$ cat src/rtl/rsa_pkg.sv
// ----------------------------------------------------------------------------
// rsa_pkg
// Shared definitions for the RSA modular-exponentiation core:
//   - rsa_state_e : sequencing FSM state encoding
//   - mult_cycles : cycles one Montgomery multiplication occupies for a width
//   - MULT_CYCLES : that count for the default operand width
// ----------------------------------------------------------------------------
package rsa_pkg;

   localparam int DEFAULT_WIDTH = 8;

   typedef enum logic [2:0] {
      IDLE,
      LOAD,
      TO_MONT,
      INIT_ACC,
      SQUARE,
      MULTIPLY,
      FROM_MONT,
      DONE
   } rsa_state_e;

   // One cycle per operand bit plus one for the final conditional subtract.
   function automatic int mult_cycles(input int width);
      return width + 1;
   endfunction

   localparam int MULT_CYCLES = mult_cycles(DEFAULT_WIDTH);

endpackage

$ cat src/rtl/rsa_core_montgomery_mult.sv
// ----------------------------------------------------------------------------
// montgomery_mult
// Bit-serial radix-2 Montgomery multiplier: result = a * b * 2^-WIDTH mod m.
// Ports:
//   clk, rst      : clock, synchronous active-high reset
//   ena           : clock enable, all state holds when low
//   start         : pulse, a/b/m are sampled and the first bit step is taken
//                   on the same edge
//   abort         : drops an operation in flight (wins over start)
//   a, b, m       : operands (a, b < m, m odd)
//   done          : high for exactly one enabled cycle, result valid then
//   result        : reduced product, valid while done is high
// From the start cycle to the done cycle inclusive is exactly WIDTH+1 cycles,
// so the sequencer can launch the next product on the edge that retires this
// one without any gap cycles.
// ----------------------------------------------------------------------------
module montgomery_mult
   import rsa_pkg::*;
#(
   parameter int WIDTH = 8
)
(
   input  logic             clk,
   input  logic             rst,
   input  logic             ena,
   input  logic             start,
   input  logic             abort,
   input  logic [WIDTH-1:0] a,
   input  logic [WIDTH-1:0] b,
   input  logic [WIDTH-1:0] m,
   output logic             done,
   output logic [WIDTH-1:0] result
);

   localparam int CYCLES = mult_cycles(WIDTH);
   localparam int CNT_W  = $clog2(CYCLES);
   // Partial sum stays below 4m before the halving, so two guard bits suffice.
   localparam int T_W    = WIDTH + 2;

   logic [WIDTH-1:0] a_sr_reg;
   logic [WIDTH-1:0] b_reg;
   logic [WIDTH-1:0] m_reg;
   logic [T_W-1:0]   t_reg;
   logic [CNT_W-1:0] count_reg;
   logic             active_reg;

   logic             step_bit;
   logic [T_W-1:0]   step_t;
   logic [T_W-1:0]   step_b;
   logic [T_W-1:0]   step_m;
   logic [T_W-1:0]   t_sum;
   logic [T_W-1:0]   t_odd;
   logic [T_W-1:0]   t_next;
   logic [T_W-1:0]   m_ext;

   // On the start cycle the step works from the raw inputs with t = 0, which
   // folds the load into the first bit iteration.
   always_comb begin
      step_bit = start ? a[0] : a_sr_reg[0];
      step_t   = start ? '0 : t_reg;
      step_b   = start ? {2'b00, b} : {2'b00, b_reg};
      step_m   = start ? {2'b00, m} : {2'b00, m_reg};
      t_sum    = step_t + (step_bit ? step_b : '0);
      t_odd    = t_sum + (t_sum[0] ? step_m : '0);
      t_next   = t_odd >> 1;
   end

   assign m_ext  = {2'b00, m_reg};
   assign done   = active_reg && (count_reg == CNT_W'(WIDTH));
   assign result = (t_reg >= m_ext) ? WIDTH'(t_reg - m_ext) : WIDTH'(t_reg);

   always_ff @(posedge clk) begin
      if (rst) begin
         a_sr_reg   <= '0;
         b_reg      <= '0;
         m_reg      <= '0;
         t_reg      <= '0;
         count_reg  <= '0;
         active_reg <= 1'b0;
      end else if (ena) begin
         if (abort) begin
            active_reg <= 1'b0;
            count_reg  <= '0;
         end else if (start) begin
            a_sr_reg   <= a >> 1;
            b_reg      <= b;
            m_reg      <= m;
            t_reg      <= t_next;
            count_reg  <= CNT_W'(1);
            active_reg <= 1'b1;
         end else if (active_reg) begin
            if (count_reg == CNT_W'(WIDTH)) begin
               // Reduction cycle: result is taken combinationally, go idle.
               active_reg <= 1'b0;
               count_reg  <= '0;
            end else begin
               a_sr_reg  <= a_sr_reg >> 1;
               t_reg     <= t_next;
               count_reg <= count_reg + CNT_W'(1);
            end
         end
      end
   end

endmodule

$ cat src/rtl/rsa_core.sv
// ----------------------------------------------------------------------------
// rsa_core
// Modular exponentiation C = P^E mod M by left-to-right square-and-multiply
// in the Montgomery domain, built on one shared bit-serial multiplier.
// Ports:
//   clk, rst      : clock, synchronous active-high reset (independent of ena)
//   ena           : global enable, the core is frozen while low
//   start_cmd     : pulse, starts an exponentiation when idle
//   stop_cmd      : pulse, aborts a running exponentiation (wins over start)
//   rsa_p/e/m     : base, exponent, modulus (P < M)
//   rsa_const     : R^2 mod M with R = 2^WIDTH
//   rsa_c         : registered result
//   irq           : level completion flag, cleared by the next accepted start
//   busy          : high while an operation is in progress
// Every product state lasts exactly WIDTH+1 cycles: the next product is
// launched by a registered start pulse on the same edge that retires the
// current one.
// ----------------------------------------------------------------------------
module rsa_core
   import rsa_pkg::*;
#(
   parameter int WIDTH = 8
)
(
   input  logic             clk,
   input  logic             rst,
   input  logic             ena,
   input  logic             start_cmd,
   input  logic             stop_cmd,
   input  logic [WIDTH-1:0] rsa_p,
   input  logic [WIDTH-1:0] rsa_e,
   input  logic [WIDTH-1:0] rsa_m,
   input  logic [WIDTH-1:0] rsa_const,
   output logic [WIDTH-1:0] rsa_c,
   output logic             irq,
   output logic             busy
);

   localparam int IDX_W = (WIDTH > 1) ? $clog2(WIDTH) : 1;

   rsa_state_e       state_reg;
   logic [WIDTH-1:0] p_reg;
   logic [WIDTH-1:0] e_reg;
   logic [WIDTH-1:0] m_reg;
   logic [WIDTH-1:0] const_reg;
   logic [WIDTH-1:0] x_reg;
   logic [WIDTH-1:0] acc_reg;
   logic [WIDTH-1:0] result_reg;
   logic [IDX_W-1:0] bit_idx_reg;
   logic [WIDTH-1:0] rsa_c_reg;
   logic             irq_reg;
   logic             busy_reg;

   logic             mult_start_reg;
   logic [WIDTH-1:0] mult_a_reg;
   logic [WIDTH-1:0] mult_b_reg;
   logic             mult_abort;
   logic             mult_done;
   logic [WIDTH-1:0] mult_result;

   // busy is high exactly when the FSM is outside IDLE, so it doubles as the
   // "operation running" qualifier for stop_cmd.
   assign mult_abort = stop_cmd && busy_reg;

   montgomery_mult #(
      .WIDTH (WIDTH)
   ) u_mult (
      .clk    (clk),
      .rst    (rst),
      .ena    (ena),
      .start  (mult_start_reg),
      .abort  (mult_abort),
      .a      (mult_a_reg),
      .b      (mult_b_reg),
      .m      (m_reg),
      .done   (mult_done),
      .result (mult_result)
   );

   always_ff @(posedge clk) begin
      if (rst) begin
         state_reg      <= IDLE;
         p_reg          <= '0;
         e_reg          <= '0;
         m_reg          <= '0;
         const_reg      <= '0;
         x_reg          <= '0;
         acc_reg        <= '0;
         result_reg     <= '0;
         bit_idx_reg    <= '0;
         rsa_c_reg      <= '0;
         irq_reg        <= 1'b0;
         busy_reg       <= 1'b0;
         mult_start_reg <= 1'b0;
         mult_a_reg     <= '0;
         mult_b_reg     <= '0;
      end else if (ena) begin
         mult_start_reg <= 1'b0;
         if (mult_abort) begin
            state_reg <= IDLE;
            busy_reg  <= 1'b0;
         end else begin
            unique case (state_reg)
               IDLE: begin
                  if (start_cmd && !stop_cmd) begin
                     p_reg     <= rsa_p;
                     e_reg     <= rsa_e;
                     m_reg     <= rsa_m;
                     const_reg <= rsa_const;
                     irq_reg   <= 1'b0;
                     busy_reg  <= 1'b1;
                     state_reg <= LOAD;
                  end
               end
               LOAD: begin
                  // Montgomery needs an odd modulus; bit 0 clear covers M=0.
                  if (!m_reg[0]) begin
                     result_reg <= '0;
                     state_reg  <= DONE;
                  end else begin
                     mult_a_reg     <= p_reg;
                     mult_b_reg     <= const_reg;
                     mult_start_reg <= 1'b1;
                     state_reg      <= TO_MONT;
                  end
               end
               TO_MONT: begin
                  if (mult_done) begin
                     x_reg          <= mult_result;
                     mult_a_reg     <= WIDTH'(1);
                     mult_b_reg     <= const_reg;
                     mult_start_reg <= 1'b1;
                     state_reg      <= INIT_ACC;
                  end
               end
               INIT_ACC: begin
                  if (mult_done) begin
                     acc_reg        <= mult_result;
                     bit_idx_reg    <= IDX_W'(WIDTH - 1);
                     mult_a_reg     <= mult_result;
                     mult_b_reg     <= mult_result;
                     mult_start_reg <= 1'b1;
                     state_reg      <= SQUARE;
                  end
               end
               SQUARE: begin
                  if (mult_done) begin
                     acc_reg        <= mult_result;
                     mult_start_reg <= 1'b1;
                     mult_a_reg     <= mult_result;
                     if (e_reg[bit_idx_reg]) begin
                        mult_b_reg <= x_reg;
                        state_reg  <= MULTIPLY;
                     end else if (bit_idx_reg == '0) begin
                        mult_b_reg <= WIDTH'(1);
                        state_reg  <= FROM_MONT;
                     end else begin
                        mult_b_reg  <= mult_result;
                        bit_idx_reg <= bit_idx_reg - IDX_W'(1);
                        state_reg   <= SQUARE;
                     end
                  end
               end
               MULTIPLY: begin
                  if (mult_done) begin
                     acc_reg        <= mult_result;
                     mult_start_reg <= 1'b1;
                     mult_a_reg     <= mult_result;
                     if (bit_idx_reg == '0) begin
                        mult_b_reg <= WIDTH'(1);
                        state_reg  <= FROM_MONT;
                     end else begin
                        mult_b_reg  <= mult_result;
                        bit_idx_reg <= bit_idx_reg - IDX_W'(1);
                        state_reg   <= SQUARE;
                     end
                  end
               end
               FROM_MONT: begin
                  if (mult_done) begin
                     result_reg <= mult_result;
                     state_reg  <= DONE;
                  end
               end
               DONE: begin
                  rsa_c_reg <= result_reg;
                  irq_reg   <= 1'b1;
                  busy_reg  <= 1'b0;
                  state_reg <= IDLE;
               end
               default: begin
                  state_reg <= IDLE;
                  busy_reg  <= 1'b0;
               end
            endcase
         end
      end
   end

   assign rsa_c = rsa_c_reg;
   assign irq   = irq_reg;
   assign busy  = busy_reg;

endmodule

$ cat config.mk
export PLATFORM = sky130hd
export DESIGN_NAME = rsa_core
export DESIGN_NICKNAME = d
export VERILOG_FILES = /design/src/rtl/rsa_pkg.sv /design/src/rtl/rsa_core_montgomery_mult.sv /design/src/rtl/rsa_core.sv
export SDC_FILE = /design/constraint.sdc
export NUM_CORES = 1
export LEC_CHECK = 0
export BUFFER_PORTS_ARGS = -buffer_cell sky130_fd_sc_hd__buf_2
export CAP_MARGIN = 40
export CORE_ASPECT_RATIO = 2
export CORE_UTILIZATION = 40
export CTS_CLUSTER_DIAMETER = 200
export DETAILED_ROUTE_END_ITERATION = 8
export GPL_TIMING_DRIVEN = 0
export PLACE_DENSITY = 0.67
export SKIP_LAST_GASP = 1
export SYNTH_ARGS = -nofsm -noshare
export SYNTH_HDL_FRONTEND = slang
export SYNTH_SLANG_ARGS = --single-unit
$ cat constraint.sdc
create_clock -name clk -period 4 [get_ports clk]
set_input_delay 0.6 -clock clk [delete_from_list [all_inputs] [get_ports clk]]
set_output_delay 0.6 -clock clk [all_outputs]
set_load 0.01 [all_outputs]
==> results.yml <==
status:
  status: "complete, no violations"
hold_path:
  worstHoldPathCells: 3
  hp-class: "input port to register"
critical_path:
  r2r_start: "mult_start_reg"
  crit_end: "u_mult.t_reg[8]"
  rrSetupSlack_ns: 0.03
  critPathLaunchType: "register"
  ff2ff_path_depth: 15
  worstReg2RegEnd: "u_mult.t_reg[8]"
  cp_max_fo: 10
  max_stage_delay_ns: 0.59
  crit_start: "mult_start_reg"
  required_ns: 4.34
  slowest_stage: "fa_2"
  path_class: "register to register"
  cp-end-kind: "register"
  crit_chain: "buf_8, buf_8, a32o_2, ha_4, inv_1, fa_2, inv_1, ha_1, and3_1, a221o_1, or4_4, a41o_1, nand3_1, or3b_4, a211oi_2"
  worstPathArrival_ns: 4.32
power:
  p_leak_nw: 2.83
  power.density_nw_per_um2: 388
  total_power_mw: 2.88
  ir_worst_vdd_v: 0.000358
floorplanning:
  initial_core_util_pct: 41.3
  fp.dieW_microns: 89.7
  fp.coreArea_sq_um: 14900
  die-area_sq_um: 15900
  die_h_microns: 177
  pin_count: 47
  num_rows: 63
grt:
  grt_pass1_wl_mm: 29.2
  antenna_found_initial: 0
  grt_util_all_layers_pct: 24.2
  grt_max_degree: 17
  grt_pass1_vias: 5709
  grt_overflow: 0
sta:
  skew_ns: 0.00743
  slew_violations: 0
  setup_viol: 0
  period_needed_ns: 3.97
  setup-tns-final_ns: 0
  hold_violations: 0
  slew_headroom_pct: 44.9
  fmax_mhz: 252
  period_share_pct: 99.3
  worst_pin_slew_ns: 0.827
  fin_ws_ns: 0.0279
  rsz0062_at_grt: "true"
placed_design:
  dpl_cell_area_sq_um: 6650
  gp_congestion: 0.930
  portBuffers: 46
  preCtsSetupSlack_ns: -0.895
  dp_hpwl_mm: 14.3
synth:
  ys_top_cells_by_area: "dfxtp_1 38%, nand2_1 8.6%, a21oi_1 7.4%, ha_1 5.5%, nor2_1 5.0%"
  syn_nets: 837
  syn-instance-count: 770
  syn_avg_cell_area_sq_um: 8.00
  yosysSeqAreaShare_pct: 38.4
  yosysWarnings: 0
  synth_cell_type_count: 60
  synth.largest_area_cell: "dfxtp_1"
  synth_top_area_share_pct: 38.4
  synth_area_sq_um: 6160
  async_flop_share_pct: 0
  ys_ff_latch: 118
  synthFlopType: "dfxtp_1"
  synth_edf_count: 0
drt:
  viasPerCell: 5.56
  dr.pass1.iters: 8
  vias: 5867
  drcViolationCount: 0
  ant_nets: 0
  wl_mm: 18.8
  first_iter_violations: 294
  wl_per_cell_microns: 17.8
run:
  cap_violations: 0
final_layout:
  syn2layout_area_growth_pct: 20.4
  largest_reg_flops: 9
  fillers: 1451
  n_antenna_cell: 0
  layout_common_cells: "141 x nand2_1, 117 x dfxtp_1, 91 x a21oi_1"
  design_area_sq_um: 7420
  nets: 914
  final_common_cell: "nand2_1"
  layout-drive-gt1-share_pct: 13.1
clocking:
  clock-root-buffer: "clkbuf_16"
  cts_max_path_buffers: 2
  clkTransAtPathRegs_ns: 0.06
  cts-htree-levels: 4
  cts-buffers-inserted: 17
  cts_num_sinks: 118
  holdBufCountCts: 0
  clk-insertion-delay-late_ns: 0.42
  cts_tree: "yes"
-- critical path: cells and delay by family, from the launching register on --
family | cells | cell delay, ns
buffers and inverters | 4 | 0.38
AOI/OAI and AO/OA | 4 | 1.08
and+or+nand+nor | 4 | 1.04
DFF | 1 | 0.40
adders and majority gates | 3 | 0.99
-- how the worst min path moves through the flow --
stage	start	end	slack [ns]
finish	rsa_e[6]	e_reg[6]	0.41
global placement	e_reg[2]	e_reg[2]	0.44
detailed placement	u_mult.b_reg[6]	u_mult.b_reg[6]	0.45
floorplan	result_reg[1]	result_reg[1]	0.42
global route	rsa_e[6]	e_reg[6]	0.41
CTS	rsa_const[0]	const_reg[0]	0.40
-- final cells by class --
cell class / instances / area (sq um) / share of cell area, %
Clock buffer: 21 / 470 / 6.34
Clock inverter: 11 / 125 / 1.69
Sequential cell: 118 / 2370 / 31.9
Timing Repair Buffer: 59 / 323 / 4.35
Multi-Input combinational cell: 589 / 3620 / 48.9
Tap cell: 195 / 244 / 3.29
Inverter: 23 / 86.3 / 1.16
Buffer: 39 / 176 / 2.38
-- per-layer routing --
metal	vias to the layer above	share of wire, %	track usage [%]	wire [microns]
met3	73	3.7	3.60	698
met5	-	0	0	0
met1	2771	35	21.8	6560
met2	165	54	47.2	10200
met4	0	7.0	19.4	1310
li1	2858	-	-	-
-- synth_stat cells (all sizes together), types with 2 or more instances --
cell and n:
nand2 141, dfxtp 118, a21oi 91, nor2 82, clkbuf 38, mux2i 30, o21ai 28, ha 27
inv 23, nor2b 23, a211oi 18, nand2b 12, nor3 12, xnor2 12, nand3 8, o21a 8
a221oi 7, a32o 7, and3 7, a21o 6, a31oi 5, or3 5, a221o 4, and2 4
fa 3, nand4 3, nor4 3, o31ai 3, or4 3, xor2 3, a22o 2, a32oi 2
buf 2, mux2 2, mux4 2, nor3b 2, o21bai 2, o221ai 2, o311a 2, o31a 2
-- report_power, final --
group	switching [mW]	internal (mW)	leakage (nW)	total (mW)
Combinational	0.0998	0.0465	1.60	0.146
Clock	0.560	0.964	0.277	1.52
Sequential	0.0134	1.19	0.953	1.21
-- through the flow --
stage / hold WS (ns) / instances / util [%]
CTS: 0.399 / 1047 / 49.0
detailed placement: 0.447 / 1014 / 44.6
finish: 0.408 / 1055 / 49.8
global placement: 0.441 / 1011 / 44.5
floorplan: 0.425 / 770 / -
global route: 0.410 / 1055 / 49.8
-- cells by family (layout without fill, tap and decap cells) --
logic type,Yosys count,after routing,synth area share [%]
AND/OR/NAND/NOR,311,311,22.5
AO/OA/AOI/OAI,198,198,20.3
flip-flops,118,118,38.4
buffers and inverters,63,153,3.84
multiplexers,34,34,6.04
adder cells (fa/ha/maj),30,30,6.46
XOR/XNOR,16,16,2.50
-- what timing repair did --
item                       4_1_cts  5_1_grt
gates resized for setup         12       15
setup endpoints to repair        6        1
buffers inserted                 1        9
pin swaps                        1        7
No activity file was read; power rests on OpenSTA's default activity.
